--- src/rtl/mem_arbiter_pkg.sv ---
// mem_arbiter_pkg
//   Shared types and constants for the single-port memory arbiter.
//   The grant encoding is also used by the controller's stall logic, so
//   the state values are pinned to named constants here.
package mem_arbiter_pkg;

  // Grant encoding shared with the controller
  localparam logic [1:0] GRANT_NONE  = 2'd0;
  localparam logic [1:0] GRANT_DATA  = 2'd1;
  localparam logic [1:0] GRANT_FETCH = 2'd2;

  typedef enum logic [1:0] {
    IDLE  = GRANT_NONE,
    GNT_D = GRANT_DATA,
    GNT_F = GRANT_FETCH
  } arb_state_t;

  // Round-robin pick: with both requesters pending, whoever was not
  // served last gets the port.
  function automatic arb_state_t pickGrant(input logic fetchReq,
                                           input logic dataReq,
                                           input logic lastD);
    arb_state_t next;
    next = IDLE;
    if (fetchReq && dataReq) begin
      next = lastD ? GNT_F : GNT_D;
    end else if (dataReq) begin
      next = GNT_D;
    end else if (fetchReq) begin
      next = GNT_F;
    end
    return next;
  endfunction

endpackage

--- src/rtl/mem_arbiter.sv ---
// mem_arbiter
//   Shares one memory port between instruction fetch and the data path
//   (loads/stores). The grant is registered; the port strobes follow the
//   current grant combinationally and honour the memory's busy handshake.
//   A wait counter aborts grants stuck on busy for TIMEOUT cycles.
//
// Ports
//   clock, reset        : system clock, synchronous active-high reset
//   if_req/if_addr      : fetch request and address
//   if_rdata/if_ready   : fetched word, fetch completes this cycle
//   d_read/d_write      : load / store request (store wins if both)
//   d_addr/d_wdata      : data address and store data
//   d_rdata/d_ready     : load data, data access completes this cycle
//   m_read/m_write      : memory strobes
//   m_addr/m_wdata      : memory address and write data
//   m_rdata/m_busy      : memory read data, memory not done yet
//   stall               : a request is pending and not completing
//   m_err               : one-cycle pulse when a grant is aborted
module mem_arbiter
  import mem_arbiter_pkg::*;
#(
  parameter int NBITS   = 8,
  parameter int TIMEOUT = 255
) (
  input  logic             clock,
  input  logic             reset,
  input  logic             if_req,
  input  logic [NBITS-1:0] if_addr,
  output logic [NBITS-1:0] if_rdata,
  output logic             if_ready,
  input  logic             d_read,
  input  logic             d_write,
  input  logic [NBITS-1:0] d_addr,
  input  logic [NBITS-1:0] d_wdata,
  output logic [NBITS-1:0] d_rdata,
  output logic             d_ready,
  output logic             m_read,
  output logic             m_write,
  output logic [NBITS-1:0] m_addr,
  output logic [NBITS-1:0] m_wdata,
  input  logic [NBITS-1:0] m_rdata,
  input  logic             m_busy,
  output logic             stall,
  output logic             m_err
);

  // A zero TIMEOUT disables the abort; the counter still needs one bit.
  localparam bit             TIMEOUT_ON = (TIMEOUT > 0);
  localparam int             CNT_W      = TIMEOUT_ON ? $clog2(TIMEOUT + 1) : 1;
  localparam logic [CNT_W-1:0] CNT_MAX  = {CNT_W{1'b1}};
  // The counter holds the busy cycles already seen, so the abort fires
  // on the busy cycle that makes the run TIMEOUT long.
  localparam logic [CNT_W-1:0] ABORT_AT = TIMEOUT_ON ? CNT_W'(TIMEOUT - 1) : '0;

  arb_state_t       state_q;
  logic             lastD_q;
  logic [CNT_W-1:0] waitCnt_q;

  logic dReq;
  logic dataGnt;
  logic grantHeld;
  logic accessDone;
  logic timeoutHit;

  // Port muxing, completion/abort detection, ready and stall generation.
  always_comb begin
    dReq       = d_read | d_write;
    dataGnt    = (state_q == GNT_D);
    m_read     = 1'b0;
    m_write    = 1'b0;
    m_addr     = '0;
    m_wdata    = '0;
    grantHeld  = 1'b0;
    if_rdata   = m_rdata;
    d_rdata    = m_rdata;

    case (state_q)
      GNT_D: begin
        m_addr    = d_addr;
        m_wdata   = d_wdata;
        m_write   = d_write;
        m_read    = d_read & ~d_write;
        grantHeld = dReq;
      end
      GNT_F: begin
        m_addr    = if_addr;
        m_read    = 1'b1;
        grantHeld = if_req;
      end
      default: ;
    endcase

    accessDone = grantHeld & ~m_busy;
    timeoutHit = TIMEOUT_ON & grantHeld & m_busy & (waitCnt_q == ABORT_AT);
    d_ready    = accessDone & dataGnt;
    if_ready   = accessDone & (state_q == GNT_F);
    m_err      = timeoutHit;
    stall      = (dReq & ~d_ready) | (if_req & ~if_ready);
  end

  // Grant FSM, round-robin flag and busy wait counter. On a completing
  // cycle the requester just served is not re-arbitrated, so the other
  // side is granted back-to-back if it is waiting.
  always_ff @(posedge clock) begin
    if (reset) begin
      state_q   <= IDLE;
      lastD_q   <= 1'b0;
      waitCnt_q <= '0;
    end else begin
      case (state_q)
        IDLE: begin
          state_q   <= pickGrant(if_req, dReq, lastD_q);
          waitCnt_q <= '0;
        end
        GNT_D, GNT_F: begin
          if (!grantHeld || timeoutHit) begin
            state_q   <= IDLE;
            waitCnt_q <= '0;
            if (timeoutHit) begin
              lastD_q <= ~lastD_q;
            end
          end else if (accessDone) begin
            lastD_q   <= dataGnt;
            state_q   <= pickGrant(dataGnt & if_req, ~dataGnt & dReq, dataGnt);
            waitCnt_q <= '0;
          end else if (waitCnt_q != CNT_MAX) begin
            waitCnt_q <= waitCnt_q + 1'b1;
          end
        end
        default: begin
          state_q   <= IDLE;
          waitCnt_q <= '0;
        end
      endcase
    end
  end

endmodule

--- config.mk ---
export PLATFORM = sky130hd
export DESIGN_NAME = mem_arbiter
export DESIGN_NICKNAME = d
export VERILOG_FILES = /design/src/rtl/mem_arbiter_pkg.sv /design/src/rtl/mem_arbiter.sv
export SDC_FILE = /design/constraint.sdc
export NUM_CORES = 1
export LEC_CHECK = 0
export CAP_MARGIN = 40
export CORE_UTILIZATION = 36
export CTS_CLUSTER_SIZE = 8
export DETAILED_ROUTE_END_ITERATION = 8
export PLACE_DENSITY_LB_ADDON = 0.05
export RECOVER_POWER = 25
export SYNTH_ARGS = -nofsm -noshare
export SYNTH_HDL_FRONTEND = slang
export SYNTH_SLANG_ARGS = --single-unit
--- constraint.sdc ---
create_clock -name clock -period 2.8 [get_ports clock]
set_input_delay 0.56 -clock clock [delete_from_list [all_inputs] [get_ports clock]]
set_output_delay 0.56 -clock clock [all_outputs]
set_load 0.03 [all_outputs]
## After elaboration in Yosys (flattened, before gate mapping)

Cells that the tools add are included.

- Reductions and logical operators: 9
- Mux-type cells: 19
- Bitwise operators: 19
- Eq/ne operators: 6
- $add $sub $neg: 1

Operators with widths:

| cell | count |
|---|---|
| $mux 2 | 10 |
| $pmux 8 s2 | 1 |
| $and 1x1->1 | 10 |
| $add 8x1->8 const B | 1 |
| $eq 8x8->1 const B | 1 |
| $mux 8 | 1 |
| $ne 8x8->1 const B | 1 |
| $not 1->1 | 7 |
| $mux 1 | 4 |
| $pmux 1 s2 | 2 |
| $pmux 2 s2 | 1 |
| $reduce_or 4->1 | 1 |
| $ne 3x3->1 const B | 1 |
| $reduce_and 3->1 | 1 |
| $eq 2x1->1 const B | 1 |
| $eq 2x2->1 const B | 1 |
| $logic_and 1x1->1 | 2 |
| $logic_not 2->1 | 1 |
| $ne 2x2->1 const B | 1 |
| $or 1x1->1 | 2 |
| $reduce_bool 2->1 | 1 |
| $reduce_or 2->1 | 1 |
| $logic_not 1->1 | 1 |
| $logic_or 1x1->1 | 1 |

- Flip-flop bits (word level): 11
- Output and inout port bits: 38
- Bits of input ports: 38

## Depth between registers and ports, before layout

- Word-level depth: 8
- Depth in mapped cells: 6
- Depth with buffers taken out: 6

## Worst setup path after synthesis

No wires, ideal clock.

- Kind: flip-flop to output port
- Start point: register state_q[0]
- End point: output port stall
- Cell stages (with the launch flop): 7
- Arrival time: 2026 ps
- Slack: 214 ps
- Path through: dfxtp_1 -> inv_1 -> ha_1 -> and3_1 -> a31o_2 -> and3_1 -> o22ai_1

- Longest elaborated chain between the ends: 7

RTL lines:

| element | RTL line | text |
|---|---|---|
| from (decl) | mem_arbiter.sv:55 | `arb_state_t state_q;` |
| from (signal assigned) | mem_arbiter.sv:112 | `state_q <= pickGrant(if_req, dReq, lastD_q);` |
| from (signal assigned) | mem_arbiter.sv:124 | `state_q <= pickGrant(dataGnt & if_req, ~dataGnt & dReq, dataGnt);` |
| $eq 2x2->1 or $eq 2x1->1 (tied branches) | mem_arbiter.sv:77, mem_arbiter.sv:68 |  |
| $pmux 1 s2 | mem_arbiter.sv:77 | `case (state_q)` |
| $and 1x1->1 | mem_arbiter.sv:93 | `accessDone = grantHeld & ~m_busy;` |
| $and 1x1->1 * | mem_arbiter.sv:95 | `d_ready = accessDone & dataGnt;` |
| via d_ready | mem_arbiter.sv:36 | `output logic d_ready,` |
| $not 1->1 * | mem_arbiter.sv:98 | `stall = (dReq & ~d_ready) \| (if_req & ~if_ready);` |
| $and 1x1->1 * | mem_arbiter.sv:98 |  |
| $or 1x1->1 * | mem_arbiter.sv:98 |  |
| to (decl) | mem_arbiter.sv:43 | `output logic stall,` |

Mark *: on every way through the listed nets, which the timed path passes. The rest lies on a longest branch.

## Worst setup path in the final report

- Start point: register state_q[0]
- End point: output port m_addr[4]

- Longest elaborated chain between the ends: 2

RTL lines:

| element | RTL line | text |
|---|---|---|
| $eq 2x2->1 or $eq 2x1->1 (tied branches) | mem_arbiter.sv:77 |  |
| $pmux 8 s2 * | mem_arbiter.sv:77 |  |
| to (decl) | mem_arbiter.sv:39 | `output logic [NBITS-1:0] m_addr,` |

Mark *: on every way between the ends. The rest lies on a longest branch, timed or not.

==> results.ini <==
[grt]
grt_pass1_wl_um=4440
grt_max_degree=12
antenna_found_initial=0
overflow=0
grtUsageTotal_pct=17.5
first_global_vias=942

[floorplan]
core-area_mm2=0.00273
rows=19
die_w_um=55.5
dieArea_mm2=0.00307
io_pins=76
die_h_um=55.5
initial_core_util_pct=37.6

[timing]
finalMaxSlewViolations=0
setup_viol=0
relSlewSlack_pct=74.6
fin_worst_skew_ns=0.00451
period_share_pct=94.6
hold_viol_final=0
max_freq_mhz=378
fin_crit_ns=2.65
final.setup.worst_slack_ns=0.151
rsz0062_at_grt=false
worst_pin_slew_ns=0.372

[detailed_routing]
firstDrtPassIters=4
vias=1044
wl_per_cell_um=12.9
drt_iter0_drc=32
wirelength_um=2600
viasPerCell=5.19
ant_nets=0
drcViolationCount=0

[synthesis]
yosysWarnings=0
synth_top_area_share_pct=21.4
synth_seq_cells=11
yosys-top-cells-area=dfxtp_1 21%, buf_4 12%, ha_1 8.5%
synthMostInstantiatedCell=buf_4
postSynthCellCount=130
ys_types=38
synth_enable_flop_cells=0
synth_flop_cell=dfxtp_1
avgSynthCellArea_um2=7.91
syn-cell-area_mm2=0.00103
synth_largest_area_cell=dfxtp_1
yosysSeqAreaShare_pct=21.4
synth_common_cells=16 x buf_4, 11 x dfxtp_1, 10 x and2_1
synthesis.nets=175
async_reset_ff_share_pct=0

[layout]
drive_gt1_share_pct=9.41
syn2layout_area_growth_pct=46.6
n_fill_cell=272
antenna_cells=0
fin_util_pct=55.1
nets=216

[placed_design]
pre_cts_ws_ns=-0.0540
gp_congestion=0.776
portBuffers=51
hpwl_um=2080

[clock_tree]
cts.clk_slew.worst_paths_ns=0.07
cts-buffers-inserted=3
htreeDepth=1
cts_tree=done
cts_buffer_depth=2
holdBufCountCts=0
cts.sinks=11
clkLatencyLatePin_ns=0.27
root_buffer=clkbuf_4

[power]
power.total_mw=0.497
power_density_mw_per_mm2=329
power.leakage_nw=0.587
ir_drop_uv=278

[critical_path]
start_kind=flip-flop
slowest_delay_ns=0.68
worstSetupEndpointType=output pin
crit_type=flip-flop to output pin
cpMaxStageDelayCell=clkdlybuf4s50_1
crit_fanout=9
crit_required_ns=2.24
worstPathCellList=inv_1, ha_1, buf_4, nor2b_1, clkdlybuf4s50_1
critPathArrivalTime_ns=2.09

[flow_run]
drv_cap=0

[status]
status=finished clean

[min_path]
hp-class=flip-flop to flip-flop

-- registers in the layout, indices dropped and copies added (netlist names) --
| signal | cells |
|---|---|
| waitCnt_q | 8 |
| state_q | 2 |
| lastD_q | 1 |
-- logic make-up after synthesis --
| family | after synthesis | synth area share (%) |
|---|---|---|
| compound gates | 31 | 23.1 |
| xor+xnor | 3 | 2.56 |
| fa+ha+maj | 7 | 8.52 |
| buf+inv | 29 | 16.4 |
| flops | 11 | 21.4 |
| simple gates | 49 | 28.0 |
-- placed cells by master, fill, tap and decap left out, types with 2 or more instances in the layout --
cell type and count:
and2_1 10, ha_1 7, o21a_1 2, nand3_1 4, dlygate4sd2_1 2, nand4_1 2
nor2_1 5, dfxtp_1 11, nand2_1 5, a211oi_1 3, a31oi_1 4, a21oi_1 5
clkbuf_4 3, nor3_1 2, and3_1 4, xnor2_1 2, buf_4 7, inv_1 8
nor2b_1 8, clkdlybuf4s50_1 47, a22oi_1 8
-- through the flow --
stage	std cells	TNS, ns	area, um2	hold slack, ns
floorplan	130	0	1030	0.482
global placement	197	-0.0636	1480	0.502
detailed placement	197	-0.107	1480	0.518
CTS	201	0	1510	0.529
global route	201	0	1510	0.560
finish	201	0	1510	0.534
-- report_power, final --
group / internal, mW / switching [mW] / total, mW / leakage, nW
registers: 0.160 / 0.00363 / 0.164 / 0.0890
clock network: 0.0552 / 0.0537 / 0.109 / 0.0150
logic: 0.116 / 0.108 / 0.224 / 0.483
-- final cells by class --
cell class	count	area, um2	area share, %
tap	31	38.8	2.57
sequential	11	220	14.6
inverter	8	30.0	1.99
clock buffer	4	26.3	1.74
multi-input combinational	90	639	42.4
timing repair buffer	57	553	36.7
-- metal layers --
layer	part of all wire (%)	track usage [%]	vias to the layer above
met5	0	0	-
met4	1.8	8.21	0
met3	5.2	2.58	7
met2	45	28.9	37
met1	48	22.4	468
li1	-	-	532
-- final timing paths --
check / start / to / slack [ns] / cells past startpoint
worst max-delay path: state_q[0] / m_addr[4] / 0.15 / 5
worst min-delay path: waitCnt_q[7] / waitCnt_q[7] / 0.53 / 2
worst max register to register: state_q[0] / state_q[1] / 0.83 / 7
worst min register to register: waitCnt_q[7] / waitCnt_q[7] / 0.53 / 2
-- worst max-delay path: cells and delay by family (launching register included) --
kind / cells / cell delay, ns
DFF: 1 / 0.38
buffers and inverters: 3 / 0.94
and+or+nand+nor: 1 / 0.14
adders and majority gates: 1 / 0.36
-- what timing repair did --
| item | CTS | global route |
|---|---|---|
| endpoints found under the setup margin | 2 | 1 |
| endpoints found under the hold margin | 0 | 0 |
| gates resized for setup | 2 | 1 |
| setup buffers | 0 | 0 |
| cloned | 0 | 0 |
No activity file was read; power rests on OpenSTA's default activity.
